===== config.mk =====
export PLATFORM = sky130hd
export DESIGN_NAME = fifo_burst_reader_flat
export DESIGN_NICKNAME = d
export VERILOG_FILES = /design/src/rtl/fifo_burst_reader_if.sv /design/src/rtl/fifo_burst_reader.sv /design/src/flat_wrapper.sv
export SDC_FILE = /design/constraint.sdc
export NUM_CORES = 1
export LEC_CHECK = 0
export CORE_MARGIN = 1.5
export CORE_UTILIZATION = 47
export CTS_BUF_LIST = sky130_fd_sc_hd__clkbuf_16
export DETAILED_ROUTE_END_ITERATION = 10
export GPL_ROUTABILITY_DRIVEN = 0
export PLACE_DENSITY = 0.89
export SLEW_MARGIN = 40
export SYNTH_ARGS = -nofsm -noshare
export SYNTH_HDL_FRONTEND = slang
export SYNTH_SLANG_ARGS = --single-unit

===== constraint.sdc =====
create_clock -name clk -period 2.25 [get_ports clk]
set_input_delay 0.3375 -clock clk [delete_from_list [all_inputs] [get_ports clk]]
set_output_delay 0.3375 -clock clk [all_outputs]
set_load 0.02 [all_outputs]

===== src/rtl/fifo_burst_reader_if.sv =====
// Handshake bundle for fifo_burst_reader: command/status, FIFO read port and output stream.
// master = the burst reader, slave = the surrounding FIFO/consumer/controller.
interface fifo_burst_reader_if #(
  parameter int DW = 32,
  parameter int LW = 16
);
  logic          start;
  logic [LW-1:0] xfer_len;
  logic          busy;
  logic          done;
  logic          fifo_empty;
  logic          fifo_rd_en;
  logic [DW-1:0] fifo_rdata;
  logic          m_valid;
  logic          m_ready;
  logic [DW-1:0] m_data;
  logic          m_last;
  logic [LW-1:0] words_left;

  modport master (
    input  start, xfer_len, fifo_empty, fifo_rdata, m_ready,
    output busy, done, fifo_rd_en, m_valid, m_data, m_last, words_left
  );

  modport slave (
    output start, xfer_len, fifo_empty, fifo_rdata, m_ready,
    input  busy, done, fifo_rd_en, m_valid, m_data, m_last, words_left
  );
endinterface


===== src/rtl/fifo_burst_reader.sv =====
// Pops xfer_len words from a registered-output FIFO and re-presents them as a
// valid/ready stream with a last marker, through a 2-entry skid buffer.
module fifo_burst_reader #(
  parameter int DW = 32,
  parameter int LW = 16
) (
  input  logic                clk,
  input  logic                rst,
  fifo_burst_reader_if.master bus
);
  typedef enum logic [1:0] {IDLE, RUN, FIN} state_t;

  state_t        state_q, state_d;
  logic [LW-1:0] issue_cnt;
  logic [LW-1:0] words_left;
  logic [DW-1:0] buf0, buf1;
  logic [1:0]    buf_cnt;
  logic          inflight;
  logic          zero_done_q;
  logic          m_valid, acc, rd_en, room, start_go;
  logic [2:0]    occ;

  assign start_go = (state_q == IDLE) && bus.start;
  assign m_valid  = (buf_cnt != 2'd0);
  assign acc      = m_valid && bus.m_ready;
  // Slots committed = buffered + in flight; a word leaving this cycle frees one,
  // which keeps back-to-back pops going at full rate.
  assign occ      = {1'b0, buf_cnt} + {2'b0, inflight};
  assign room     = occ < (3'd2 + {2'b0, acc});
  assign rd_en    = (state_q == RUN) && (issue_cnt != '0) && !bus.fifo_empty && room;

  always_comb begin
    state_d = state_q;
    unique case (state_q)
      IDLE:    if (start_go && (bus.xfer_len != '0)) state_d = RUN;
      RUN:     if (acc && (words_left == LW'(1))) state_d = FIN;
      FIN:     state_d = IDLE;
      default: state_d = IDLE;
    endcase
  end

  always_ff @(posedge clk or negedge rst) begin
    if (!rst) begin
      state_q     <= IDLE;
      issue_cnt   <= '0;
      words_left  <= '0;
      inflight    <= 1'b0;
      zero_done_q <= 1'b0;
    end else begin
      state_q     <= state_d;
      inflight    <= rd_en;
      zero_done_q <= start_go && (bus.xfer_len == '0);
      if (start_go) begin
        issue_cnt  <= bus.xfer_len;
        words_left <= bus.xfer_len;
      end else begin
        if (rd_en) issue_cnt  <= issue_cnt - LW'(1);
        if (acc)   words_left <= words_left - LW'(1);
      end
    end
  end

  // Skid buffer: buf0 is always the head; the word from last cycle's pop lands
  // behind whatever survives this cycle's acceptance.
  always_ff @(posedge clk or negedge rst) begin
    if (!rst) begin
      buf0    <= '0;
      buf1    <= '0;
      buf_cnt <= 2'd0;
    end else begin
      unique case ({acc, inflight})
        2'b11: begin
          if (buf_cnt == 2'd2) begin
            buf0 <= buf1;
            buf1 <= bus.fifo_rdata;
          end else begin
            buf0 <= bus.fifo_rdata;
          end
        end
        2'b10: begin
          if (buf_cnt == 2'd2) buf0 <= buf1;
          buf_cnt <= buf_cnt - 2'd1;
        end
        2'b01: begin
          if (buf_cnt == 2'd0) buf0 <= bus.fifo_rdata;
          else                 buf1 <= bus.fifo_rdata;
          buf_cnt <= buf_cnt + 2'd1;
        end
        default: ;
      endcase
    end
  end

  assign bus.busy       = (state_q != IDLE);
  assign bus.done       = (state_q == FIN) || zero_done_q;
  assign bus.fifo_rd_en = rd_en;
  assign bus.m_valid    = m_valid;
  assign bus.m_data     = buf0;
  assign bus.m_last     = m_valid && (words_left == LW'(1));
  assign bus.words_left = words_left;
endmodule


===== src/flat_wrapper.sv =====
// flat-port wrapper written by rule: the top's interface ports become plain ports
module fifo_burst_reader_flat 
#(
  parameter int DW = 32,
  parameter int LW = 16
)
  (clk, rst, bus_start, bus_xfer_len, bus_fifo_empty, bus_fifo_rdata, bus_m_ready, bus_busy, bus_done, bus_fifo_rd_en, bus_m_valid, bus_m_data, bus_m_last, bus_words_left);
  fifo_burst_reader_if #(.DW(DW), .LW(LW)) bus_i ();
  input  logic clk;
  input  logic rst;
  input wire logic [$bits(bus_i.start)-1:0] bus_start;
  input wire logic [$bits(bus_i.xfer_len)-1:0] bus_xfer_len;
  input wire logic [$bits(bus_i.fifo_empty)-1:0] bus_fifo_empty;
  input wire logic [$bits(bus_i.fifo_rdata)-1:0] bus_fifo_rdata;
  input wire logic [$bits(bus_i.m_ready)-1:0] bus_m_ready;
  output wire logic [$bits(bus_i.busy)-1:0] bus_busy;
  output wire logic [$bits(bus_i.done)-1:0] bus_done;
  output wire logic [$bits(bus_i.fifo_rd_en)-1:0] bus_fifo_rd_en;
  output wire logic [$bits(bus_i.m_valid)-1:0] bus_m_valid;
  output wire logic [$bits(bus_i.m_data)-1:0] bus_m_data;
  output wire logic [$bits(bus_i.m_last)-1:0] bus_m_last;
  output wire logic [$bits(bus_i.words_left)-1:0] bus_words_left;
  assign bus_i.start = bus_start;
  assign bus_i.xfer_len = bus_xfer_len;
  assign bus_i.fifo_empty = bus_fifo_empty;
  assign bus_i.fifo_rdata = bus_fifo_rdata;
  assign bus_i.m_ready = bus_m_ready;
  assign bus_busy = bus_i.busy;
  assign bus_done = bus_i.done;
  assign bus_fifo_rd_en = bus_i.fifo_rd_en;
  assign bus_m_valid = bus_i.m_valid;
  assign bus_m_data = bus_i.m_data;
  assign bus_m_last = bus_i.m_last;
  assign bus_words_left = bus_i.words_left;
  fifo_burst_reader #(.DW(DW), .LW(LW)) u_core (.clk(clk), .rst(rst), .bus(bus_i));
endmodule

==> results of run 1 <==
[Yosys cell counts, types with 2 or more instances]
library cell / instances / share of area [%]
a311oi_1: 31 / 5.1
clkbuf_1: 32 / 2.3
o31ai_1: 3 / 0.42
o21ai_0: 30 / 2.8
o311a_1: 2 / 0.38
xnor2_1: 12 / 2.0
buf_1: 2 / 0.14
mux2_2: 33 / 7.0
nand3_1: 7 / 0.66
dfrtp_1: 102 / 48
nand2b_1: 3 / 0.35
nand2_1: 82 / 5.8
ha_1: 9 / 2.1
a221o_1: 8 / 1.5
or4_1: 3 / 0.42
o311ai_1: 2 / 0.33
buf_2: 5 / 0.47
a21o_1: 35 / 4.9
nor2_1: 22 / 1.5
nor4_1: 9 / 1.1
nor3_1: 16 / 1.5
a21oi_1: 7 / 0.66
inv_1: 12 / 0.84
a221oi_1: 31 / 5.1
xor2_1: 5 / 0.82
or3_1: 8 / 0.94
o21bai_1: 2 / 0.28
[per-layer routing]
metal	wire, µm	part of all wire (%)	vias to the layer above	GRT usage (%)
met5	0	0	-	0
met4	961	5.2	0	12.34
met3	1501	8.1	103	5.394
met2	9410	51	381	48.67
met1	6722	36	2728	33.15
li1	-	-	2329	-
[worst max-delay path by stage]
stage,end,slack (ps),start,cells after the start
CTS,bus_m_last,-210,u_core.bus.words_left[5],5
floorplan,bus_m_last,-60,u_core.bus.words_left[6],4
global route,bus_m_last,-250,u_core.bus.words_left[5],5
global placement,bus_m_last,-380,u_core.bus.words_left[6],5
detailed placement,bus_m_last,-410,u_core.bus.words_left[6],5
finish,bus_m_last,-200,u_core.bus.words_left[5],5
[state kept, by name (all words and copies together), names as in the netlist]
signal and cells:
u_core.buf1 32, u_core.bus.m_data 32, u_core.bus.words_left 16, u_core.issue_cnt 16, u_core.buf_cnt 2, u_core.state_q 2, u_core.inflight 1, u_core.zero_done_q 1
[cell type report]
cell class / instances / area, µm²
Multi-Input combinational cell: 376 / 3075
Fill cell: 636 / 2788
Sequential cell: 102 / 2552
Timing Repair Buffer: 198 / 1998
Clock buffer: 9 / 225.2
Tap cell: 140 / 175.2
Clock inverter: 7 / 71.32
Inverter: 12 / 50.05
[power by group]
group	switching [W]	total (W)	leakage (nW)	internal, W
clock	0.000790	0.00158	0.146	0.000787
combinational	0.00432	0.00843	2.12	0.00411
sequential	0.000698	0.00344	1.24	0.00274
[repair_timing]
| item | 4_1_cts | 5_1_grt |
|---|---|---|
| buffers inserted | 5 | 18 |
| gates resized for setup | 42 | 84 |
| endpoints found under the setup margin | 20 | 81 |
| gates cloned | 3 | 5 |
| hold buffers | 1 | 0 |
| hold endpoints to repair | 30 | 0 |
| pin swaps | 8 | 51 |
[through the flow]
step	cell area [µm²]	instances	utilization (%)
after floorplan	5350	531	-
after global placement	6982	799	63.84
after detailed placement	6982	799	63.84
after CTS	7556	824	69.10
after global routing	8148	844	74.51
final	8148	844	74.51
[critical path: stages, from the launching register on]
cell	delay, ps
dfrtp_1	390
or4_4	540
nand2b_4	160
or4_4	440
nor2_4	100
buf_6	120
[logic make-up after synthesis]
kind of cell               Yosys count  share of synthesized area [%]
DFF                                102                          47.86
buffers and inverters               53                          4.059
adders and majority gates            9                          2.112
and+or+nand+nor                    160                          13.82
xor gates and xnor gates            17                          2.792
muxes                               33                          6.969
AOI/OAI and AO/OA                  157                          22.38
==> impl_metrics.tcl, run 1 <==
set metrics [dict create \
    status "complete, but fails checks" \
    violations "setup timing" \
    die_w_um 109.5 \
    finalPower_w 0.01345 \
    critPathMaxFanout 2 \
    critical_path_class "reg -> out" \
    synth_ff_type "dfrtp_1" \
    slew_violations 0 \
    syn_avg_cell_area_um2 10.04 \
    antenna_cells 0 \
    ios 106 \
    synth-async-reset-ratio_pct 100.0 \
    nets 761 \
    worst_pin_slew_ps 535.0 \
    track_usage_pct 27.84 \
    hold_viol_final 0 \
    ff2ff_setup_slack_ps -130 \
    cts_root_buf "clkbuf_16" \
    grt_antenna_before_repair 0 \
    end_kind "output pin" \
    hpwl_um 10410 \
    critPathLaunchType "flip-flop" \
    crit_required_ps 1910 \
    numCtsBuffers 9 \
    setup_tns_ps -1185 \
    avgViaCountPerCell 6.565 \
    clock.fmax_mhz 409.0 \
    core-area_um2 10940 \
    finalCriticalPeriod_ps 2445 \
    grt_pass1_vias 5296 \
    syn_nets 593 \
    synth_warnings 0 \
    reg2reg_depth 7 \
    grt_pass1_wl_um 25790 \
    grt.overflow.total 0 \
    slew_headroom_pct 64.00 \
    fin_crit_sh_pct 108.7 \
    antenna_left 0 \
    synth_seq_cells 102 \
    power_density_nw_per_um2 1651 \
    syn_inst 531 \
    synth_edf_count 0 \
    tritoncts "built" \
    synth_seq_area_share_pct 47.86 \
    skew_ps 10.08 \
    hold_slack_ps 459.7 \
    clk_pin_slew_ps 80 \
    grt_max_degree 49 \
    ys_types 45 \
    routed_wl_um 18600 \
    numPortBuffers 105 \
    preCtsSetupSlack_ps -406.9 \
    htree_levels 3 \
    start_util_pct 48.76 \
    clk_latency_ps 360 \
    crit_arrival_ps 2110 \
    setup_ws_ps -195.1 \
    post_drt_wl_per_cell_um 22.03 \
    drtIter0Drc 565 \
    die-area_um2 11990 \
    die_y_um 109.5 \
    rsz0062_at_grt "yes" \
    worstHoldPathType "in -> async" \
    worstReg2RegEnd "u_core.issue_cnt[15]" \
    placementRows 38 \
    p_leak_nw 3.509 \
    syn-cell-area_um2 5333 \
    clockBufferDepth 2 \
    finalSetupViolCount 12 \
    first_pass_iters 5 \
    vias 5541 \
    r2r-start "u_core.buf_cnt[0]" \
    syn_to_final_growth_pct 52.79 \
    drive_above_1_share_pct 31.68 \
    vdd_drop_max_mv 1.085 \
    cts_num_sinks 102 \
    drv_cap 0 \
    final_cell_mix "clkdlybuf4s50_1, dfrtp_1, nand2_1" \
    route.detailed.drc 0 \
]
Note: power is estimated with default switching activity, not from simulation.
==> run 2, diff against run 1 <==
--- a/config.mk
+++ b/config.mk
@@ -5,13 +5,16 @@
 export SDC_FILE = /design/constraint.sdc
 export NUM_CORES = 1
 export LEC_CHECK = 0
+export CELL_PAD_IN_SITES_DETAIL_PLACEMENT = 1
+export CELL_PAD_IN_SITES_GLOBAL_PLACEMENT = 1
 export CORE_MARGIN = 1.5
-export CORE_UTILIZATION = 47
+export CORE_UTILIZATION = 36
 export CTS_BUF_LIST = sky130_fd_sc_hd__clkbuf_16
 export DETAILED_ROUTE_END_ITERATION = 10
 export GPL_ROUTABILITY_DRIVEN = 0
-export PLACE_DENSITY = 0.89
+export PLACE_DENSITY = 0.88
 export SLEW_MARGIN = 40
 export SYNTH_ARGS = -nofsm -noshare
 export SYNTH_HDL_FRONTEND = slang
 export SYNTH_SLANG_ARGS = --single-unit
+export TNS_END_PERCENT = 1
==> run 2 against run 1 <==
Compared with the run above:
- the flow still finishes with violations (setup timing)
- hold slack worse by 450 ps
- register-to-register slack worse by 40 ps
- utilization is 22 points lower
- combinational power is 15% lower
==> impl_metrics.tcl, run 2 (synthesis results as in run 1) <==
set metrics [dict create \
    status "complete, but fails checks" \
    violations "setup timing" \
    clockBufferDepth 2 \
    cts_num_sinks 102 \
    route.detailed.drc 0 \
    antenna_left 0 \
    multi_input_area_um2 2809 \
    numCtsBuffers 9 \
    hpwl_um 12520 \
    finalPower_w 0.01215 \
    nets 737 \
    slew_headroom_pct 54.29 \
    finalSetupViolCount 6 \
    die_w_um 124.7 \
    routed_wl_um 18170 \
    htree_levels 3 \
    fill_cells 1557 \
    drive_above_1_share_pct 23.68 \
    crit_required_ps 1910 \
    setup_ws_ps -191.5 \
    end_kind "output pin" \
    finalCriticalPeriod_ps 2441 \
    antenna_cells 0 \
    vias 5117 \
    first_pass_iters 4 \
    tritoncts "built" \
    die-area_um2 15550 \
    drv_cap 0 \
    slew_violations 0 \
    grt_pass1_wl_um 28810 \
    vdd_drop_max_mv 0.6140 \
    drtIter0Drc 302 \
    track_usage_pct 23.15 \
    critPathLaunchType "flip-flop" \
    numPortBuffers 105 \
    syn_to_final_growth_pct 42.40 \
    core-area_um2 14480 \
    crit_arrival_ps 2100 \
    cts_root_buf "clkbuf_16" \
    clock.fmax_mhz 409.6 \
    power_density_nw_per_um2 1600 \
    worstHoldPathType "in -> async" \
    grt_max_degree 51 \
    hold_viol_final 0 \
    seq_area_um2 2552 \
    fin_crit_sh_pct 108.5 \
    p_leak_nw 3.271 \
    avgViaCountPerCell 5.922 \
    post_drt_wl_per_cell_um 21.03 \
    grt.overflow.total 0 \
    grt_antenna_before_repair 0 \
    rsz0062_at_grt "yes" \
    final_cell_mix "clkdlybuf4s50_1, dfrtp_1, nand2_1" \
    cts_setup_buffers 0 \
    skew_ps 16.84 \
    setup_tns_ps -865.1 \
    ios 106 \
    critical_path_class "reg -> out" \
    clk_latency_ps 360 \
    placementRows 44 \
    start_util_pct 36.83 \
    grt_pass1_vias 5501 \
    critPathMaxFanout 2 \
    clk_pin_slew_ps 80 \
    die_y_um 124.7 \
    worst_pin_slew_ps 685.6 \
]
==> run 2: cell types whose count changed in the layout (fill, tap and decap cells not counted), sizes merged <==
| cell | before | now |
|---|---|---|
| buf | 91 | 72 |
| clkbuf | 13 | 9 |
| inv | 17 | 14 |
| bufinv | 0 | 1 |
| clkinv | 2 | 3 |
| clkinvlp | 0 | 1 |
| dlygate4sd3 | 1 | 0 |
==> run 2: repair_timing <==
action,in CTS,in global routing
pin swaps,3,2
resized for setup,23,32
cloned,0,0
setup endpoints to repair,60,79
hold buffers,0,0
==> run 2: report_power, final <==
group	total, W	switching, W	internal [W]	leakage (nW)
Clock	0.00157	0.000708	0.000857	0.148
Sequential	0.00340	0.000658	0.00274	1.24
Combinational	0.00719	0.00376	0.00343	1.88
==> run 2: path summary, 6_finish.rpt <==
kind	startpoint	end	slack [ps]	cells after the start
worst min register to register	u_core.bus.m_data[19]	u_core.bus.m_data[19]	480	1
worst max-delay path	u_core.bus.words_left[6]	bus_m_last	-190	5
worst max register to register	u_core.inflight	u_core.issue_cnt[13]	-170	7
worst min-delay path	rst	u_core.bus.m_data[4]	10	1
max in group asynchronous	rst	u_core.bus.m_data[2]	1530	2
min in group clk	u_core.bus.m_data[19]	u_core.bus.m_data[19]	480	1
==> run 2: critical path, cell delays in order, from the launching register on <==
cell and delay [ps]:
dfrtp_1 380, or4_4 530, nand2b_4 150, or4_4 470
nor2_4 100, buf_6 120
==> run 2: per-layer routing <==
| metal | GRT usage, % | wire length, µm | vias to the layer above |
|---|---|---|---|
| met1 | 27.59 | 7335 | 2604 |
| li1 | - | - | 2273 |
| met3 | 4.940 | 909 | 43 |
| met5 | 0 | 0 | - |
| met2 | 41.05 | 9414 | 197 |
| met4 | 8.316 | 515 | 0 |
==> run 2: final cells by class <==
| class | count | area share, % |
|---|---|---|
| Clock inverter | 7 | 0.8898 |
| Sequential cell | 102 | 33.61 |
| Tap cell | 184 | 3.032 |
| Timing Repair Buffer | 174 | 21.91 |
| Inverter | 12 | 0.5932 |
| Clock buffer | 9 | 2.966 |
| Multi-Input combinational cell | 376 | 36.99 |
==> run 2: per-stage QoR <==
stage / setup slack [ps] / cells / hold WS (ps) / util (%) / instance area [µm²]
after global routing: -270.2 / 864 / 50.90 / 52.45 / 7594
after CTS: -210.0 / 864 / 28.78 / 51.18 / 7411
after floorplan: -58.74 / 531 / 41.91 / - / 5340
final: -191.5 / 864 / 10.65 / 52.45 / 7594
after detailed placement: -472.2 / 848 / 413.8 / 48.79 / 7064
after global placement: -482.6 / 848 / 409.4 / 48.79 / 7064
